## src/rtl/switchbox_pkg.sv

```systemverilog
`default_nettype none
// ============================================================================
//  Module      : switchbox_pkg
//  Description : Shared constants and elaboration-time helpers for the
//                parametrised Wilton switch box: select widths, total
//                configuration length, field offsets and Wilton source map.
//  Revision    : 1.0 - initial release
// ============================================================================
package switchbox_pkg;

    // Side numbering used for configuration fields and output ordering.
    localparam int c_side_north = 0;
    localparam int c_side_east  = 1;
    localparam int c_side_south = 2;
    localparam int c_side_west  = 3;

    // Width of one track-mux select: L LE outputs plus three Wilton sources.
    function automatic int sb_sel_bits(input int l);
        return $clog2(3 + l);
    endfunction

    // Width of one LE-input select: all 4W incoming tracks plus L LE outputs.
    function automatic int le_sel_bits(input int w, input int l);
        return $clog2(4 * w + l);
    endfunction

    // Total chain length; bypass bits only exist with the output registers.
    function automatic int cfg_bits(input int w, input int l, input int i, input bit reg_en);
        int total;
        total = 4 * w * sb_sel_bits(l) + l * i * le_sel_bits(w, l);
        if (reg_en)
            total = total + 4 * w;
        return total;
    endfunction

    // LSB of the select field for output track trk on a side.
    function automatic int track_off(input int side, input int trk, input int w, input int l);
        return (side * w + trk) * sb_sel_bits(l);
    endfunction

    // LSB of the select field for input j of LE k.
    function automatic int le_off(input int k, input int j, input int w, input int l, input int i);
        return 4 * w * sb_sel_bits(l) + (k * i + j) * le_sel_bits(w, l);
    endfunction

    // Position of the bypass bit of output track trk on a side.
    function automatic int byp_off(input int side, input int trk, input int w, input int l, input int i);
        return 4 * w * sb_sel_bits(l) + l * i * le_sel_bits(w, l) + side * w + trk;
    endfunction

    // Base of a side inside the flat incoming-track vector {north,east,south,west}.
    function automatic int flat_base(input int side, input int w);
        int base;
        case (side)
            c_side_west:  base = 0;
            c_side_south: base = w;
            c_side_east:  base = 2 * w;
            default:      base = 3 * w;
        endcase
        return base;
    endfunction

    // Flat incoming-track index of Wilton source k (0..2) for output track trk.
    function automatic int wilton_src(input int side, input int k, input int trk, input int w);
        int idx;
        case (side)
            c_side_north: begin
                if (k == 0)      idx = flat_base(c_side_east, w)  + (w - trk) % w;
                else if (k == 1) idx = flat_base(c_side_south, w) + trk;
                else             idx = flat_base(c_side_west, w)  + (trk + 1) % w;
            end
            c_side_east: begin
                if (k == 0)      idx = flat_base(c_side_south, w) + (trk + 1) % w;
                else if (k == 1) idx = flat_base(c_side_west, w)  + trk;
                else             idx = flat_base(c_side_north, w) + (w - trk) % w;
            end
            c_side_south: begin
                if (k == 0)      idx = flat_base(c_side_west, w)  + (2 * w - 2 - trk) % w;
                else if (k == 1) idx = flat_base(c_side_north, w) + trk;
                else             idx = flat_base(c_side_east, w)  + (trk + 1) % w;
            end
            default: begin
                if (k == 0)      idx = flat_base(c_side_north, w) + (trk + 1) % w;
                else if (k == 1) idx = flat_base(c_side_east, w)  + trk;
                else             idx = flat_base(c_side_south, w) + (2 * w - 2 - trk) % w;
            end
        endcase
        return idx;
    endfunction

endpackage
`default_nettype wire

```

## src/rtl/switchbox_mux.sv

```systemverilog
`default_nettype none
// ============================================================================
//  Module      : switchbox_mux
//  Description : N-input single-bit mux; any select value >= N yields 0.
//  Revision    : 1.0 - initial release
// ============================================================================
module switchbox_mux #(
    parameter int N     = 4,
    parameter int SEL_W = (N > 1) ? $clog2(N) : 1
) (
    input  logic [N-1:0]     data_in,
    input  logic [SEL_W-1:0] sel,
    output logic             data_out
);

    // Decode the select; unmatched (out-of-range) codes fall through to 0.
    always_comb begin
        data_out = 1'b0;
        for (int k = 0; k < N; k++) begin
            if (sel == SEL_W'(k))
                data_out = data_in[k];
        end
    end

endmodule
`default_nettype wire

```

## src/rtl/switchbox_cfg.sv

```systemverilog
`default_nettype none
// ============================================================================
//  Module      : switchbox_cfg
//  Description : Parametrised Wilton switch box with a serial shadow/active
//                configuration chain. Optional per-track output registers
//                with bypass bits are enabled by SWITCHBOX_OUTPUT_REG_EN.
//  Revision    : 1.0 - initial release
// ============================================================================
module switchbox_cfg
    import switchbox_pkg::*;
#(
    parameter int CHANNEL_WIDTH = 6,
    parameter int LE_COUNT      = 2,
    parameter int LE_INPUTS     = 4
) (
    input  logic                          clock,
    input  logic                          reset,
    input  logic [CHANNEL_WIDTH-1:0]      data_north_in,
    input  logic [CHANNEL_WIDTH-1:0]      data_east_in,
    input  logic [CHANNEL_WIDTH-1:0]      data_south_in,
    input  logic [CHANNEL_WIDTH-1:0]      data_west_in,
    output logic [CHANNEL_WIDTH-1:0]      data_north_out,
    output logic [CHANNEL_WIDTH-1:0]      data_east_out,
    output logic [CHANNEL_WIDTH-1:0]      data_south_out,
    output logic [CHANNEL_WIDTH-1:0]      data_west_out,
    input  logic [LE_COUNT-1:0]           data_from_les,
    output logic [LE_COUNT*LE_INPUTS-1:0] data_to_les,
    input  logic                          config_in,
    input  logic                          config_valid,
    input  logic                          config_commit,
    output logic                          config_out,
    output logic                          config_loaded
);

    localparam int c_w = CHANNEL_WIDTH;
    localparam int c_l = LE_COUNT;
    localparam int c_i = LE_INPUTS;
`ifdef SWITCHBOX_OUTPUT_REG_EN
    localparam bit c_reg_en = 1'b1;
`else
    localparam bit c_reg_en = 1'b0;
`endif
    localparam int c_sb_sel   = sb_sel_bits(c_l);
    localparam int c_le_sel   = le_sel_bits(c_w, c_l);
    localparam int c_cfg_bits = cfg_bits(c_w, c_l, c_i, c_reg_en);

    logic [c_cfg_bits-1:0] r_shadow;
    logic [c_cfg_bits-1:0] r_active;
    logic                  r_loaded;

    // Flat incoming tracks: west at the LSB, then south, east, north.
    logic [4*c_w-1:0]     w_tracks_in;
    // Side outputs indexed side*W+track in north, east, south, west order.
    logic [4*c_w-1:0]     w_side_mux;
    logic [4*c_w-1:0]     w_side_out;
    logic [c_l*c_i-1:0]   w_le_mux;

    assign w_tracks_in = {data_north_in, data_east_in, data_south_in, data_west_in};

    // Shadow shift register and shadow-to-active commit; commit takes the pre-shift shadow.
    always_ff @(posedge clock) begin
        if (reset) begin
            r_shadow <= '0;
            r_active <= '0;
            r_loaded <= 1'b0;
        end else begin
            if (config_valid)
                r_shadow <= {r_shadow[c_cfg_bits-2:0], config_in};
            if (config_commit) begin
                r_active <= r_shadow;
                r_loaded <= 1'b1;
            end
        end
    end

    assign config_out    = r_shadow[c_cfg_bits-1];
    assign config_loaded = r_loaded;

    generate
        for (genvar s = 0; s < 4; s++) begin : g_side
            for (genvar t = 0; t < c_w; t++) begin : g_trk
                localparam int c_idx = s * c_w + t;
                localparam int c_off = track_off(s, t, c_w, c_l);
                logic [c_l+2:0] w_src;

                assign w_src = {w_tracks_in[wilton_src(s, 2, t, c_w)],
                                w_tracks_in[wilton_src(s, 1, t, c_w)],
                                w_tracks_in[wilton_src(s, 0, t, c_w)],
                                data_from_les};

                switchbox_mux #(
                    .N     (c_l + 3),
                    .SEL_W (c_sb_sel)
                ) u_track_mux (
                    .data_in  (w_src),
                    .sel      (r_active[c_off +: c_sb_sel]),
                    .data_out (w_side_mux[c_idx])
                );

`ifdef SWITCHBOX_OUTPUT_REG_EN
                logic r_q;

                // Optional one-cycle output stage for this track.
                always_ff @(posedge clock) begin
                    if (reset)
                        r_q <= 1'b0;
                    else
                        r_q <= w_side_mux[c_idx];
                end

                assign w_side_out[c_idx] = r_active[byp_off(s, t, c_w, c_l, c_i)] ? r_q
                                                                                  : w_side_mux[c_idx];
`else
                assign w_side_out[c_idx] = w_side_mux[c_idx];
`endif
            end
        end

        for (genvar k = 0; k < c_l; k++) begin : g_le
            for (genvar j = 0; j < c_i; j++) begin : g_in
                localparam int c_off = le_off(k, j, c_w, c_l, c_i);

                switchbox_mux #(
                    .N     (4 * c_w + c_l),
                    .SEL_W (c_le_sel)
                ) u_le_mux (
                    .data_in  ({w_tracks_in, data_from_les}),
                    .sel      (r_active[c_off +: c_le_sel]),
                    .data_out (w_le_mux[k*c_i+j])
                );
            end
        end
    endgenerate

    // A cleared configuration could form loops, so everything is held low until the first commit.
    assign data_north_out = r_loaded ? w_side_out[c_side_north*c_w +: c_w] : '0;
    assign data_east_out  = r_loaded ? w_side_out[c_side_east*c_w  +: c_w] : '0;
    assign data_south_out = r_loaded ? w_side_out[c_side_south*c_w +: c_w] : '0;
    assign data_west_out  = r_loaded ? w_side_out[c_side_west*c_w  +: c_w] : '0;
    assign data_to_les    = r_loaded ? w_le_mux : '0;

endmodule
`default_nettype wire

```

## config.mk

```make
export PLATFORM = sky130hd
export DESIGN_NAME = switchbox_cfg
export DESIGN_NICKNAME = d
export VERILOG_FILES = /design/src/rtl/switchbox_pkg.sv /design/src/rtl/switchbox_mux.sv /design/src/rtl/switchbox_cfg.sv
export SDC_FILE = /design/constraint.sdc
export NUM_CORES = 1
export LEC_CHECK = 0
export ABC_CLOCK_PERIOD_IN_PS = 2200
export BUFFER_PORTS_ARGS = -buffer_cell sky130_fd_sc_hd__buf_4
export CAP_MARGIN = 20
export CELL_PAD_IN_SITES_DETAIL_PLACEMENT = 1
export CELL_PAD_IN_SITES_GLOBAL_PLACEMENT = 1
export CORE_MARGIN = 2
export CORE_UTILIZATION = 45
export CTS_BUF_LIST = sky130_fd_sc_hd__clkbuf_4
export DETAILED_ROUTE_END_ITERATION = 6
export HOLD_SLACK_MARGIN = 0.12
export PLACE_DENSITY_LB_ADDON = 0.1
export SLEW_MARGIN = 20
export SYNTH_ARGS = -nofsm -noshare
export SYNTH_HDL_FRONTEND = slang
export SYNTH_HIERARCHICAL = 1
export SYNTH_SLANG_ARGS = --single-unit
```

## constraint.sdc

```tcl
create_clock -name clock -period 2.2 [get_ports clock]
set_clock_uncertainty 0.05 [all_clocks]
set_input_delay 0.33 -clock clock [delete_from_list [all_inputs] [get_ports clock]]
set_output_delay 0.33 -clock clock [all_outputs]
set_load 0.01 [all_outputs]
```

# Yosys cells after proc, flatten, opt, wreduce, memory -nomap -nowiden
# Index checks and enable logic that the tools add are counted.
# Widths: inputs -> output; s select.
word_totals:
  ff_bits: 225
  in_bits: 31
  output_inout_bits: 34
  elab_cells: 664
classes:
  eq_ne: 296
  muxes: 333
  n_reduce_logical: 32
op_table:
  columns: ["operator", "count"]
  rows:
  - ["$eq 5x5->1 const B", 80]
  - ["$mux 1", 328]
  - ["$eq 5x4->1 const B", 64]
  - ["$eq 5x3->1 const B", 32]
  - ["$eq 3x2->1 const B", 48]
  - ["$eq 5x2->1 const B", 16]
  - ["$eq 3x1->1 const B", 24]
  - ["$eq 3x3->1 const B", 24]
  - ["$logic_not 3->1", 24]
  - ["$eq 5x1->1 const B", 8]
  - ["$logic_not 5->1", 8]
  - ["$mux 6", 4]
  - ["$mux 8", 1]

# Logic depth before layout (Yosys ltp)
depth:
  depth_word: 28
  depth_mapped: 8
  ltp_nobuf: 6

# By module
# The synthesis kept the hierarchy.
modules_own_cells:
  columns: ["module", "instances", "cells_each", "area_each_um2", "seq_area_each_um2"]
  rows:
  - ["switchbox_cfg", 1, 761, 8239.2, 4504.3]
  - ["switchbox_mux (g_le[0].g_in[0].u_le_mux ...)", 8, 64, 440.4, 0.0]
  - ["switchbox_mux (g_side[0].g_trk[0].u_track_mux ...)", 24, 6, 53.8, 0.0]

# Worst setup path after synthesis
# No wires, ideal clock.
synth_path:
  path_type: "reg-to-output"
  startpoint: "reg r_active[73]"
  endpoint: "out data_to_les[0]"
  arrival_ns: 1.526
  required_ns: 1.820
  setup_slack_ns: 0.294
  path_stages_with_launch: 8
  path_buffers: 1
  path_cell_list: "dfxtp_1 > buf_6 > or3b_4 > o32ai_2 > a31oi_1 > a31oi_1 > or3_1 > and2_1"
synth_between:
  elab_chain_len: 28
  word_cells_on_any_way: 53
  cone_classes: "25 x eq/ne; 27 x mux; 1 x reduce/logical"
synth_lines:
  columns: ["item", "line", "rtl"]
  rows:
  - ["start, declared", "switchbox_cfg.sv:48", "logic [c_cfg_bits-1:0] r_active;"]
  - ["start signal, assigned", "switchbox_cfg.sv:70", "r_active <= r_shadow;"]
  - ["$logic_not 5->1", "switchbox_mux.sv:20", "if (sel == SEL_W'(k))"]
  - ["$mux 1 (25 in series)", "switchbox_mux.sv:20", null]
  - ["$mux 1 *", "switchbox_mux.sv:20", null]
  - ["named net w_le_mux[0]", "switchbox_cfg.sv:56", "logic [c_l*c_i-1:0] w_le_mux;"]
  - ["$mux 8 *", "switchbox_cfg.sv:140", "assign data_to_les = r_loaded ? w_le_mux : '0;"]
  - ["end, declared", "switchbox_cfg.sv:27", "output logic [LE_COUNT*LE_INPUTS-1:0] data_to_les,"]
# Mark *: on every way through the listed nets, which the timed path passes. The rest lies on a longest branch.

# Final worst setup path
layout_path:
  startpoint: "reg r_active[74]"
  endpoint: "out data_to_les[0]"
# The elaborated chain is that of the path after synthesis.

==> impl_metrics.json <==
{
  "synth_top_area_cell": "dfxtp_1",
  "rr_worst_depth": 3,
  "reg2reg_from": "r_shadow[22]$_SDFFE_PP0P_",
  "routed-via-count": 11900,
  "post-place-cells": 1890,
  "port_buffers": 64,
  "r2r_setup_slack_ns": 0.95,
  "die_h_microns": 174,
  "yosysSeqAreaShare": 0.345,
  "vias_per_cell": 5.73,
  "drt_iter0_markers": 668,
  "grt_pass1_vias": 12700,
  "path_clk_slew_ns": 0.07,
  "startpoint_type": "flop",
  "synthTopCellsByCount": "306 x nor2_1, 288 x mux2i_1, 225 x dfxtp_1, 42 x buf_4",
  "p_per_area_mw_per_mm2": 517,
  "hp-class": "primary input to flop",
  "slew_headroom": 0.685,
  "clockBufferDepth": 3,
  "worst_pin_slew_ns": 0.473,
  "critPathArrivalTime_ns": 2.50,
  "synth.distinct_cells": 36,
  "ant_nets": 0,
  "drive_above_1_share": 0.365,
  "hold_depth": 4,
  "cts_sinks": 225,
  "clk_latency_ns": 0.73,
  "grt_max_degree": 53,
  "globalplace.congestion": 0.843,
  "antenna_found_initial": 1,
  "critical_path_class": "flop to output pin",
  "syn_avg_cell_area_sq_um": 9.21,
  "stdcell_count": 2081,
  "p_leak_nw": 7.31,
  "multi_input_area_sq_mm": 0.00845,
  "nets": 1678,
  "worstHoldStart": "config_in",
  "timing.rr.end": "r_shadow[22]$_SDFFE_PP0P_",
  "status": "finished, violations left",
  "seq_area_sq_mm": 0.00467,
  "synth_top_family_by_area": "multiplexers",
  "io_pins": 65,
  "period_minus_slack_ns": 2.88,
  "ys_seq_elements": 225,
  "rsz0062_at_grt": "true",
  "std_cell_rows": 62,
  "ys_dominant_reg_cell": "dfxtp_1",
  "synth_compound_area_frac": 0.113,
  "setup_viol": 27,
  "ir_drop_v": 0.000431,
  "synth_most_common_cell": "nor2_1",
  "grt_pass1_wl_microns": 71000,
  "yosys.area_share.xor_xnor": 0,
  "synth_edf_count": 0,
  "syn_nets": 1448,
  "fillers": 3145,
  "final_area_sq_mm": 0.0170,
  "synth.area.top_cells": "dfxtp_1 35%, mux2i_1 22%, nor2_1 8.8%, mux2_4 2.8%, buf_4 2.4%",
  "dieArea_sq_mm": 0.0304,
  "synth.area.mux_share": 0.248,
  "drcViolationCount": 0,
  "maxCapViolations": 0,
  "drv_slew": 0,
  "total_power_mw": 8.79,
  "h-tree-depth": 2,
  "setup.worst_path.end_class": "output pin",
  "overflow": 0,
  "drt_wl_total_microns": 45700,
  "synth-async-reset-ratio": 0,
  "synth_cells": 1417,
  "area_delta_synth_final_pct": 30.3,
  "fin_setup_tns_ns": -5.71,
  "worstPathRequired_ns": 1.82,
  "finalWorstSetupSlack_ns": -0.682,
  "worstHoldEndpoint": "r_shadow[0]$_SDFFE_PP0P_",
  "dr.pass1.iters": 5,
  "hpwlAfterDp_microns": 26800,
  "crit_fanout": 8,
  "cts_buffers": 61,
  "synth_top_area_frac": 0.345,
  "violations": "negative setup slack",
  "grt_use_total": 0.294,
  "max_clock_freq_mhz": 347,
  "yosys_warnings": 6,
  "coreArea_sq_mm": 0.0286,
  "final.period_utilization": 1.31,
  "wl_per_cell_microns": 22.0,
  "cts_tree": "done",
  "hold_viol": 0,
  "synth_area_sq_mm": 0.0131,
  "final_core_util": 0.594,
  "cts-root-buf": "clkbuf_4",
  "initial_core_util": 0.456,
  "placed_cell_area_sq_mm": 0.0143,
  "die_x_microns": 174,
  "synth_simple_gate_area_frac": 0.209,
  "synth_fa_ha_area_frac": 0
}
==> worst max-delay path, stage by stage (launching register included) <==
cell and delay [ns]:
dfxtp_4 0.38, buf_4 0.14, nor4_2 0.28, a31oi_1 0.09
o211ai_1 0.10, a31oi_1 0.12, or3_4 0.39, and2_1 0.16
buf_4 0.13
==> where the power goes <==
group          total [mW]  internal [mW]  switching [mW]  leakage [nW]
logic               0.983          0.396           0.587          4.99
registers            4.05           4.04         0.00905          1.86
clock network        3.76           1.86            1.90         0.459
total                8.79           6.30            2.49          7.31
==> stage by stage <==
step / hold WS [ns] / setup slack, ns
CTS: 0.297 / -0.715
floorplan: 0.412 / 0.294
global placement: 0.455 / -0.0955
detailed placement: 0.464 / -0.174
global route: 0.330 / -0.815
finish: 0.349 / -0.682
==> cells in the final DEF, fill, tap and decap left out, drive strengths merged, types with 5 or more instances in the layout <==
cell type    instances
a211oi               8
a21oi               32
a311oi               8
a31oi               40
and2                32
and3b                8
buf                270
clkbuf              91
clkinv              20
dfxtp              225
dlygate4sd3          5
inv                 42
mux2                24
mux2i              288
nand2               24
nand2b              24
nand3               32
nand3b              48
nor2               306
nor2b                8
nor3                 8
nor3b                8
nor4                16
nor4b                8
o2111ai              8
o211ai              32
o21ai               16
o311a                8
o311ai              24
o32ai               16
or3                  8
or3b                 8
==> sequential cells by signal, indices dropped and copies added, names as in the netlist <==
name	count
config_loaded	1
r_active	112
r_shadow	112
==> layout make-up <==
type	instances	area share
clock buffer	89	0.0393
timing repair buffer	277	0.146
inverter	40	0.00883
antenna	1	0.000147
clock inverter	23	0.00589
multi-input combinational	1042	0.497
tap	384	0.0283
sequential	225	0.274
==> how the worst max path moves through the flow <==
stage,slack (ns),to,start,depth (start not counted)
global placement,-0.1,data_to_les[6],r_active[102]$_SDFFE_PP0P_,7
floorplan,0.29,data_to_les[0],r_active[73]$_SDFFE_PP0P_,7
global route,-0.81,data_to_les[0],r_active[74]$_SDFFE_PP0P_,8
CTS,-0.72,data_to_les[5],r_active[100]$_SDFFE_PP0P_,7
detailed placement,-0.17,data_to_les[0],r_active[72]$_SDFFE_PP0P_,7
finish,-0.68,data_to_les[0],r_active[74]$_SDFFE_PP0P_,8
==> layer usage <==
metal	vias to the layer above	GRT usage	wire length, microns
met5	-	0	0
met3	121	0.0516	2090
met1	5942	0.360	19700
met4	0	0.131	1830
met2	300	0.503	22100
li1	5560	-	-
==> logic make-up (layout without fill, tap and decap cells) <==
logic type             count (synthesis)  after routing
flip-flops                           225            225
multiplexers                         312            312
buffers and inverters                150            429
AND/OR/NAND/NOR                      538            538
other                                  0              1
AO/OA/AOI/OAI                        192            192
==> timing repair <==
action | in CTS | in global routing
resized for setup | 230 | 102
hold buffers | 5 | 0
gates cloned | 0 | 1
hold endpoints to repair | 80 | 0
buffers inserted | 62 | 10
pin swaps | 69 | 39
endpoints found under the setup margin | 32 | 32
Power figures use the tool's default switching activity.
